<file path="src/rtl/controlador_fetch_mem.sv">
// Fetch/load initiator for the main-memory read port: owns the PC, issues reads, presents results.
// Optional macro FETCH_ALIGN_CHECK_EN: stall fetching on a misaligned PC and raise align_err.
module controlador_fetch_mem #(
    parameter int             bus     = 31,
    parameter logic [bus:0]   PC_BASE = 32'h00400000,
    parameter logic [bus:0]   PC_MAX  = 32'h00400038,
    parameter int             PC_STEP = 4
) (
    input  logic           clk,
    input  logic           reset,
    input  logic           start,
    input  logic           pc_load,
    input  logic [bus:0]   pc_new,
    output logic [bus:0]   instr,
    output logic [bus:0]   pc_instr,
    output logic           instr_valid,
    input  logic           instr_ready,
    input  logic           ld_req,
    input  logic [bus:0]   ld_addr,
    output logic           ld_ack,
    output logic [bus:0]   ld_data,
    output logic           ld_valid,
    output logic           enable,
    output logic           ReadMem,
    output logic [bus:0]   Dir_Instru,
    output logic [bus:0]   Dir_Mem,
    input  logic [bus:0]   Dato_Instru,
    input  logic [bus:0]   Dato_Mem,
    output logic           align_err
);
    typedef enum logic [2:0] {IDLE, REQ_I, WAIT_I, HOLD, REQ_D, WAIT_D} state_t;

    localparam logic [bus:0] STEP = (bus+1)'(PC_STEP);

    state_t       state, state_next;
    logic [bus:0] pc, pc_next, pc_inc;
    logic         started;
    logic         redirect;
    logic         align_hit;
    logic         fetch_ok;

    assign pc_inc   = (pc == PC_MAX) ? PC_BASE : pc + STEP;
    assign redirect = pc_load && (state != IDLE);

`ifdef FETCH_ALIGN_CHECK_EN
    assign align_hit = (state == REQ_I) && (pc[1:0] != 2'b00);
    assign fetch_ok  = (pc_next[1:0] == 2'b00);
`else
    assign align_hit = 1'b0;
    assign fetch_ok  = 1'b1;
`endif

    always_comb begin
        state_next = state;
        pc_next    = pc;
        case (state)
            IDLE:   if (ld_req) state_next = REQ_D;
                    else if (start) state_next = REQ_I;
            REQ_I:  state_next = align_hit ? HOLD : WAIT_I;
            WAIT_I: begin
                state_next = HOLD;
                pc_next    = pc_inc;
            end
            HOLD:   if (ld_req) state_next = REQ_D;
                    else if (instr_valid && instr_ready) state_next = REQ_I;
                    else if (!instr_valid && !align_err) state_next = REQ_I;
            REQ_D:  state_next = WAIT_D;
            WAIT_D: state_next = started ? HOLD : IDLE;
            default: state_next = IDLE;
        endcase
        // A redirect wins over everything except an in-flight load, which still completes.
        if (redirect) begin
            pc_next = pc_new;
            if (state == REQ_I || state == WAIT_I || state == HOLD) state_next = REQ_I;
        end
    end

    always_ff @(posedge clk) begin
        if (!reset) begin
            state       <= IDLE;
            pc          <= PC_BASE;
            started     <= 1'b0;
            instr       <= '0;
            pc_instr    <= '0;
            instr_valid <= 1'b0;
            ld_data     <= '0;
            ld_valid    <= 1'b0;
            ld_ack      <= 1'b0;
            enable      <= 1'b1;
            ReadMem     <= 1'b1;
            Dir_Instru  <= '0;
            Dir_Mem     <= '0;
            align_err   <= 1'b0;
        end else begin
            state <= state_next;
            pc    <= pc_next;
            if (state == IDLE && start) started <= 1'b1;

            // Memory controls are registered from the next state so they line up with REQ_*.
            enable  <= !(state_next == REQ_I && fetch_ok);
            ReadMem <= !(state_next == REQ_D);
            ld_ack  <= (state_next == REQ_D);
            if (state_next == REQ_I) Dir_Instru <= pc_next;
            if (state_next == REQ_D) Dir_Mem    <= ld_addr;

            ld_valid <= (state == WAIT_D);
            if (state == WAIT_D) ld_data <= Dato_Mem;

            if (redirect) begin
                instr_valid <= 1'b0;
            end else if (state == WAIT_I) begin
                instr       <= Dato_Instru;
                pc_instr    <= pc;
                instr_valid <= 1'b1;
            end else if (state == HOLD && instr_valid && instr_ready && !ld_req) begin
                instr_valid <= 1'b0;
            end

`ifdef FETCH_ALIGN_CHECK_EN
            if (redirect) begin
                if (pc_new[1:0] == 2'b00) align_err <= 1'b0;
            end else if (align_hit) begin
                align_err <= 1'b1;
            end
`else
            align_err <= 1'b0;
`endif
        end
    end
endmodule
</file>
<file path="config.mk">
export PLATFORM = sky130hd
export DESIGN_NAME = controlador_fetch_mem
export DESIGN_NICKNAME = d
export VERILOG_FILES = /design/src/rtl/controlador_fetch_mem.sv
export SDC_FILE = /design/constraint.sdc
export NUM_CORES = 1
export LEC_CHECK = 0
export CORE_ASPECT_RATIO = 2
export CORE_MARGIN = 3
export CORE_UTILIZATION = 44
export DETAILED_ROUTE_END_ITERATION = 10
export GPL_TIMING_DRIVEN = 0
export HOLD_SLACK_MARGIN = 0.12
export PLACE_DENSITY = 0.8
export SYNTH_ARGS = -nofsm -noshare
export SYNTH_HDL_FRONTEND = slang
export SYNTH_SLANG_ARGS = --single-unit
export TNS_END_PERCENT = 30
</file>
<file path="constraint.sdc">
create_clock -name clk -period 2.5 [get_ports clk]
set_clock_uncertainty 0.05 [all_clocks]
set_input_delay 0.5 -clock clk [delete_from_list [all_inputs] [get_ports clk]]
set_output_delay 0.5 -clock clk [all_outputs]
set_load 0.01 [all_outputs]
</file>
==> results of run 1 <==
kinds of logic (layout without fill, tap and decap cells):
kind of cell	count (synthesis)	after routing	share of synthesized area
buffers and inverters	92	416	0.0463
and+or+nand+nor	366	366	0.212
adders and majority gates	2	2	0.00316
xor gates and xnor gates	6	6	0.00664
other	1	1	0.000473
muxes	6	6	0.00758
DFF	201	201	0.508
AOI/OAI and AO/OA	261	261	0.215
worst max-delay path, stage by stage, from the launching register on:
cell and delay (ns):
dfxtp_1 0.30, clkbuf_1 0.19, nor4b_1 0.38, nand4_1 0.21
or3_1 0.36, clkbuf_1 0.32, a22oi_2 0.38, a211oi_1 0.12
path summary, 6_finish.rpt:
| check | startpoint | to | slack (ns) | depth (start not counted) |
|---|---|---|---|---|
| max | pc[19] | Dir_Instru[2] | 0.03 | 7 |
| min reg2reg | instr[0] | instr[0] | 0.40 | 2 |
| min | reset | Dir_Instru[8] | 0.40 | 3 |
| max reg2reg | pc[19] | Dir_Instru[2] | 0.03 | 7 |
through the flow:
step	instances	utilization	setup WS [ns]	power (mW)	hold WS (ns)
global placement	1442	0.640	-0.815	5.22	0.390
global route	1469	0.683	-0.0908	8.47	0.415
finish	1469	0.683	0.0252	8.19	0.395
detailed placement	1442	0.640	-0.894	5.25	0.396
CTS	1469	0.680	0.000388	8.21	0.382
floorplan	935	-	0.300	4.39	0.387
cell type report:
class | count | area, µm²
inverter | 7 | 26.3
tap | 210 | 263
clock inverter | 4 | 76.3
sequential | 201 | 4040
buffer | 79 | 337
timing repair buffer | 300 | 3000
multi-input combinational | 642 | 3630
clock buffer | 26 | 552
fill | 1430 | 5530
routing by layer:
metal	vias up	GRT usage	wire, µm
li1	3938	-	-
met1	3841	0.272	9410
met2	365	0.516	15200
met3	121	0.0498	1800
met4	0	0.187	2270
met5	-	0	0
power by group:
| group | total, mW | leakage [nW] | internal (mW) | switching (mW) |
|---|---|---|---|---|
| Clock | 2.95 | 0.311 | 1.75 | 1.21 |
| Combinational | 1.62 | 2.15 | 0.814 | 0.802 |
| Sequential | 3.63 | 1.64 | 3.44 | 0.185 |
| Total | 8.19 | 4.10 | 6.00 | 2.19 |
state kept, by name, summed over array words and instances (netlist names):
register / cells
state: 3
instr: 32
enable: 1
ReadMem: 1
pc_instr: 32
Dir_Instru: 32
pc: 32
instr_valid: 1
started: 1
Dir_Mem: 32
ld_data: 32
ld_ack: 1
ld_valid: 1
what timing repair did:
item | 4_1_cts | 5_1_grt
pin swaps | 2 | 2
endpoints found under the setup margin | 75 | 54
gates resized for setup | 23 | 25
setup buffers | 1 | 2
placed cells by master, fill, tap and decap left out, drive strengths merged, types with 15 or more instances in the layout:
cell type and count:
dfxtp 201, a311oi 15, a31oi 25, a21oi 120
nor2 28, a22o 32, clkdlybuf4s50 297, nor4 18
clkbuf 94, nand2 238, nand4 18
==> impl_metrics.csv, run 1 <==
group,metric,value,unit
timing,max_freq,404,MHz
yosys,syn_nets,1071,
routing,avgRoutedWirePerCell,19.5,µm
grt,grt_pass1_wl,43.7,mm
floorplanning,fp.dieW,101,µm
yosys,netlist_area,0.00792,mm²
clock_tree,cts_root_buf,"clkbuf_16",
timing,drv_slew,0,
finish,layout-drive-gt1-share,0.0675,
finish,synthToLayoutAreaGrowth,50.5,%
placed_design,port_buffers,297,
placed_design,post_dp_cell_area,0.0112,mm²
clock_tree,worstSkewPairLatency,0.48,ns
clock_tree,cts_tree,"built",
setup_path,path_class,"flop to flop",
placed_design,gp_congestion,0.989,
floorplanning,io_pins,300,
routing,dr_total_vias,8265,
timing,slew_headroom,0.507,
finish,nets,1385,
clock_tree,clockBufferDepth,3,
floorplanning,coreArea,0.0174,mm²
routing,drt-initial-drc-count,494,
floorplanning,num_rows,68,
grt,antenna_found_initial,0,
yosys,yosys_warnings,0,
setup_path,path_max_fanout,10,
routing,ant_nets,0,
finish,stdcell_area,0.0119,mm²
yosys,ys_ff_latch,201,
grt,grtUsageTotal,0.279,
finish,insertedDiodeCount,0,
yosys,async_flop_share,0,
timing,tns,0,ns
yosys,yosysUniqueCellTypes,58,
grt,grt_pass1_vias,8289,
clock_tree,clk_pin_slew,0.07,ns
setup_path,cp_data_required_time,2.79,ns
timing,period_share,0.990,
setup_path,cp-end-kind,"flop",
yosys,synth_commonest_cells,"nand2_1, dfxtp_1, a21oi_1",
routing,routed_wl,28.7,mm
routing,vias_per_cell,5.63,
yosys,synth_most_common_cell,"nand2_1",
timing,finalCriticalPeriod,2.47,ns
yosys,syn_avg_cell_area,8.47,µm²
grt,grt_max_degree,17,
yosys,synth_edf_count,0,
yosys,netlist.area_leader.share,0.508,
clock_tree,cts_hold_buf,0,
power_and_ir_drop,p_per_area,687,mW/mm²
clock_tree,htreeDepth,1,
clock_tree,numCtsBuffers,18,
floorplanning,die_area,0.0197,mm²
power_and_ir_drop,power.leakage,4.10,nW
setup_path,critPathArrivalTime,2.76,ns
yosys,yosys.area.top_type,"dfxtp_1",
routing,dr.pass1.iters,6,
yosys,synth_ff_type,"dfxtp_1",
grt,gr-total-overflow,0,
yosys,synthTopCellsByArea,"dfxtp_1, nand2_1, a21oi_1",
power_and_ir_drop,ir_worst_vdd,0.000642,V
routing,drc,0,
timing,setup_violations,0,
timing,tightest_slew,0.739,ns
clock_tree,clock_sinks,201,
yosys,synth-seq-area-share,0.508,
setup_path,start_kind,"flop",
timing,final-hold-violation-count,0,
floorplanning,start_util,0.454,
hold_path,holdCritPathClass,"input port to flop",
placed_design,place.detailed.hpwl,21.7,mm
timing,grt_setup_unrepaired,"yes",
run_status,status,"complete, no violations",
job,maxCapViolCount,0,
floorplanning,die-height,196,µm
yosys,synthCells,935,
Note: power is estimated with default switching activity, not from simulation.
==> run 2: changes to the inputs <==
--- a/config.mk
+++ b/config.mk
@@ -12,6 +12,7 @@
 export GPL_TIMING_DRIVEN = 0
 export HOLD_SLACK_MARGIN = 0.12
 export PLACE_DENSITY = 0.8
+export REMOVE_ABC_BUFFERS = 1
 export SYNTH_ARGS = -nofsm -noshare
 export SYNTH_HDL_FRONTEND = slang
 export SYNTH_SLANG_ARGS = --single-unit
==> impl_metrics.csv, run 2 (same netlist as run 1, synthesis figures left out) <==
group,metric,value,unit
timing,final-hold-violation-count,0,
grt,grt_pass1_wl,42.0,mm
floorplanning,coreArea,0.0174,mm²
job,maxCapViolCount,0,
setup_path,path_max_fanout,7,
timing,tns,0,ns
setup_path,cp-end-kind,"flop",
routing,routed_wl,26.7,mm
clock_tree,clockBufferDepth,3,
routing,drt-initial-drc-count,496,
power_and_ir_drop,power.leakage,4.07,nW
clock_tree,numCtsBuffers,18,
placed_design,port_buffers,298,
grt,grt_pass1_vias,7947,
finish,fillerInstances,1399,
floorplanning,fp.dieW,101,µm
clock_tree,clock_sinks,201,
finish,seq_area,0.00403,mm²
finish,layout-drive-gt1-share,0.0668,
timing,grt_setup_unrepaired,"no",
clock_tree,cts_tree,"built",
setup_path,cp_data_required_time,2.82,ns
timing,slew_headroom,0.143,
hold_path,holdCritPathClass,"flop to flop",
finish,most-common-layout-cells,"clkdlybuf4s50_1, nand2_1, dfxtp_1",
setup_path,path_class,"flop to flop",
clock_tree,cts_hold_buf,0,
setup_path,start_kind,"flop",
placed_design,place.detailed.hpwl,18.3,mm
clock_tree,htreeDepth,1,
routing,avgRoutedWirePerCell,18.9,µm
timing,fin_ws,0.0656,ns
floorplanning,die_area,0.0197,mm²
power_and_ir_drop,p_per_area,686,mW/mm²
setup_path,critPathArrivalTime,2.75,ns
placed_design,gp_congestion,0.945,
placed_design,place_ws,-1.54,ns
run_status,status,"complete, no violations",
setup_path,crit_start,"pc[2]",
finish,layout_commonest_cell,"clkdlybuf4s50_1",
timing,setup_violations,0,
timing,finalCriticalPeriod,2.43,ns
timing,drv_slew,0,
finish,final_cells,1410,
grt,grtUsageTotal,0.262,
finish,nets,1323,
grt,gr-total-overflow,0,
grt,grt_max_degree,85,
power_and_ir_drop,power,8.13,mW
timing,tightest_slew,1.28,ns
routing,ant_nets,0,
setup_path,reg2reg_from,"pc[2]",
placed_design,dpl.cell_count,1366,
clock_tree,worstSkewPairLatency,0.50,ns
finish,synthToLayoutAreaGrowth,49.5,%
finish,multi_input_area,0.00366,mm²
floorplanning,num_rows,68,
routing,drc,0,
hold_path,hold_start,"ld_data[5]",
floorplanning,io_pins,300,
routing,dr_total_vias,7984,
grt,antenna_found_initial,1,
routing,vias_per_cell,5.66,
routing,dr.pass1.iters,5,
power_and_ir_drop,ir_worst_vdd,0.000516,V
floorplanning,start_util,0.454,
floorplanning,die-height,196,µm
clock_tree,cts_root_buf,"clkbuf_16",
clock_tree,clk_pin_slew,0.07,ns
timing,max_freq,411,MHz
timing,period_share,0.974,
run 2: final timing paths:
kind / endpoint / depth (start not counted) / slack [ns]
worst min register to register: ld_data[5] / 2 / 0.40
worst min-delay path: ld_data[5] / 2 / 0.40
worst max register to register: Dir_Instru[18] / 6 / 0.07
worst max-delay path: Dir_Instru[18] / 6 / 0.07
run 2: where the power goes:
part / total [mW] / leakage (nW) / switching (mW) / internal [mW]
logic: 1.59 / 2.14 / 0.747 / 0.845
registers: 3.65 / 1.64 / 0.211 / 3.44
clock network: 2.88 / 0.299 / 1.22 / 1.67
run 2: cell type report:
class	count	share of cell area
Antenna cell	2	0.000423
Sequential cell	201	0.341
Inverter	7	0.00285
Multi-Input combinational cell	645	0.309
Clock inverter	5	0.00761
Timing Repair Buffer	314	0.273
Clock buffer	26	0.0440
Tap cell	210	0.0222
run 2: critical path: stages, from the launching register on:
cell	delay (ns)
dfxtp_2	0.42
ha_1	0.19
nand3_1	0.24
or4_4	0.67
o31a_1	0.31
o211ai_1	0.28
a311oi_2	0.14
run 2: metal layers:
metal	up-vias	track usage	part of all wire
li1	3824	-	-
met1	3719	0.280	0.34
met2	347	0.479	0.53
met3	94	0.0463	0.064
met4	0	0.132	0.060
met5	-	0	0
run 2: what timing repair did:
action,in CTS,in global routing
cloned,2,1
endpoints found under the setup margin,90,50
buffers inserted,7,1
pin swaps,3,1
resized for setup,17,9
run 2: through the flow:
| stage | instance area, µm² | utilization | hold slack (ns) |
|---|---|---|---|
| 6_report | 11800 | 0.679 | 0.403 |
| 5_1_grt | 11800 | 0.679 | 0.419 |
| 4_1_cts | 11800 | 0.676 | 0.405 |
| 3_5_place_dp | 11100 | 0.634 | 0.396 |
| 3_3_place_gp | 10800 | 0.621 | 0.391 |
| 2_1_floorplan | 7580 | - | 0.387 |
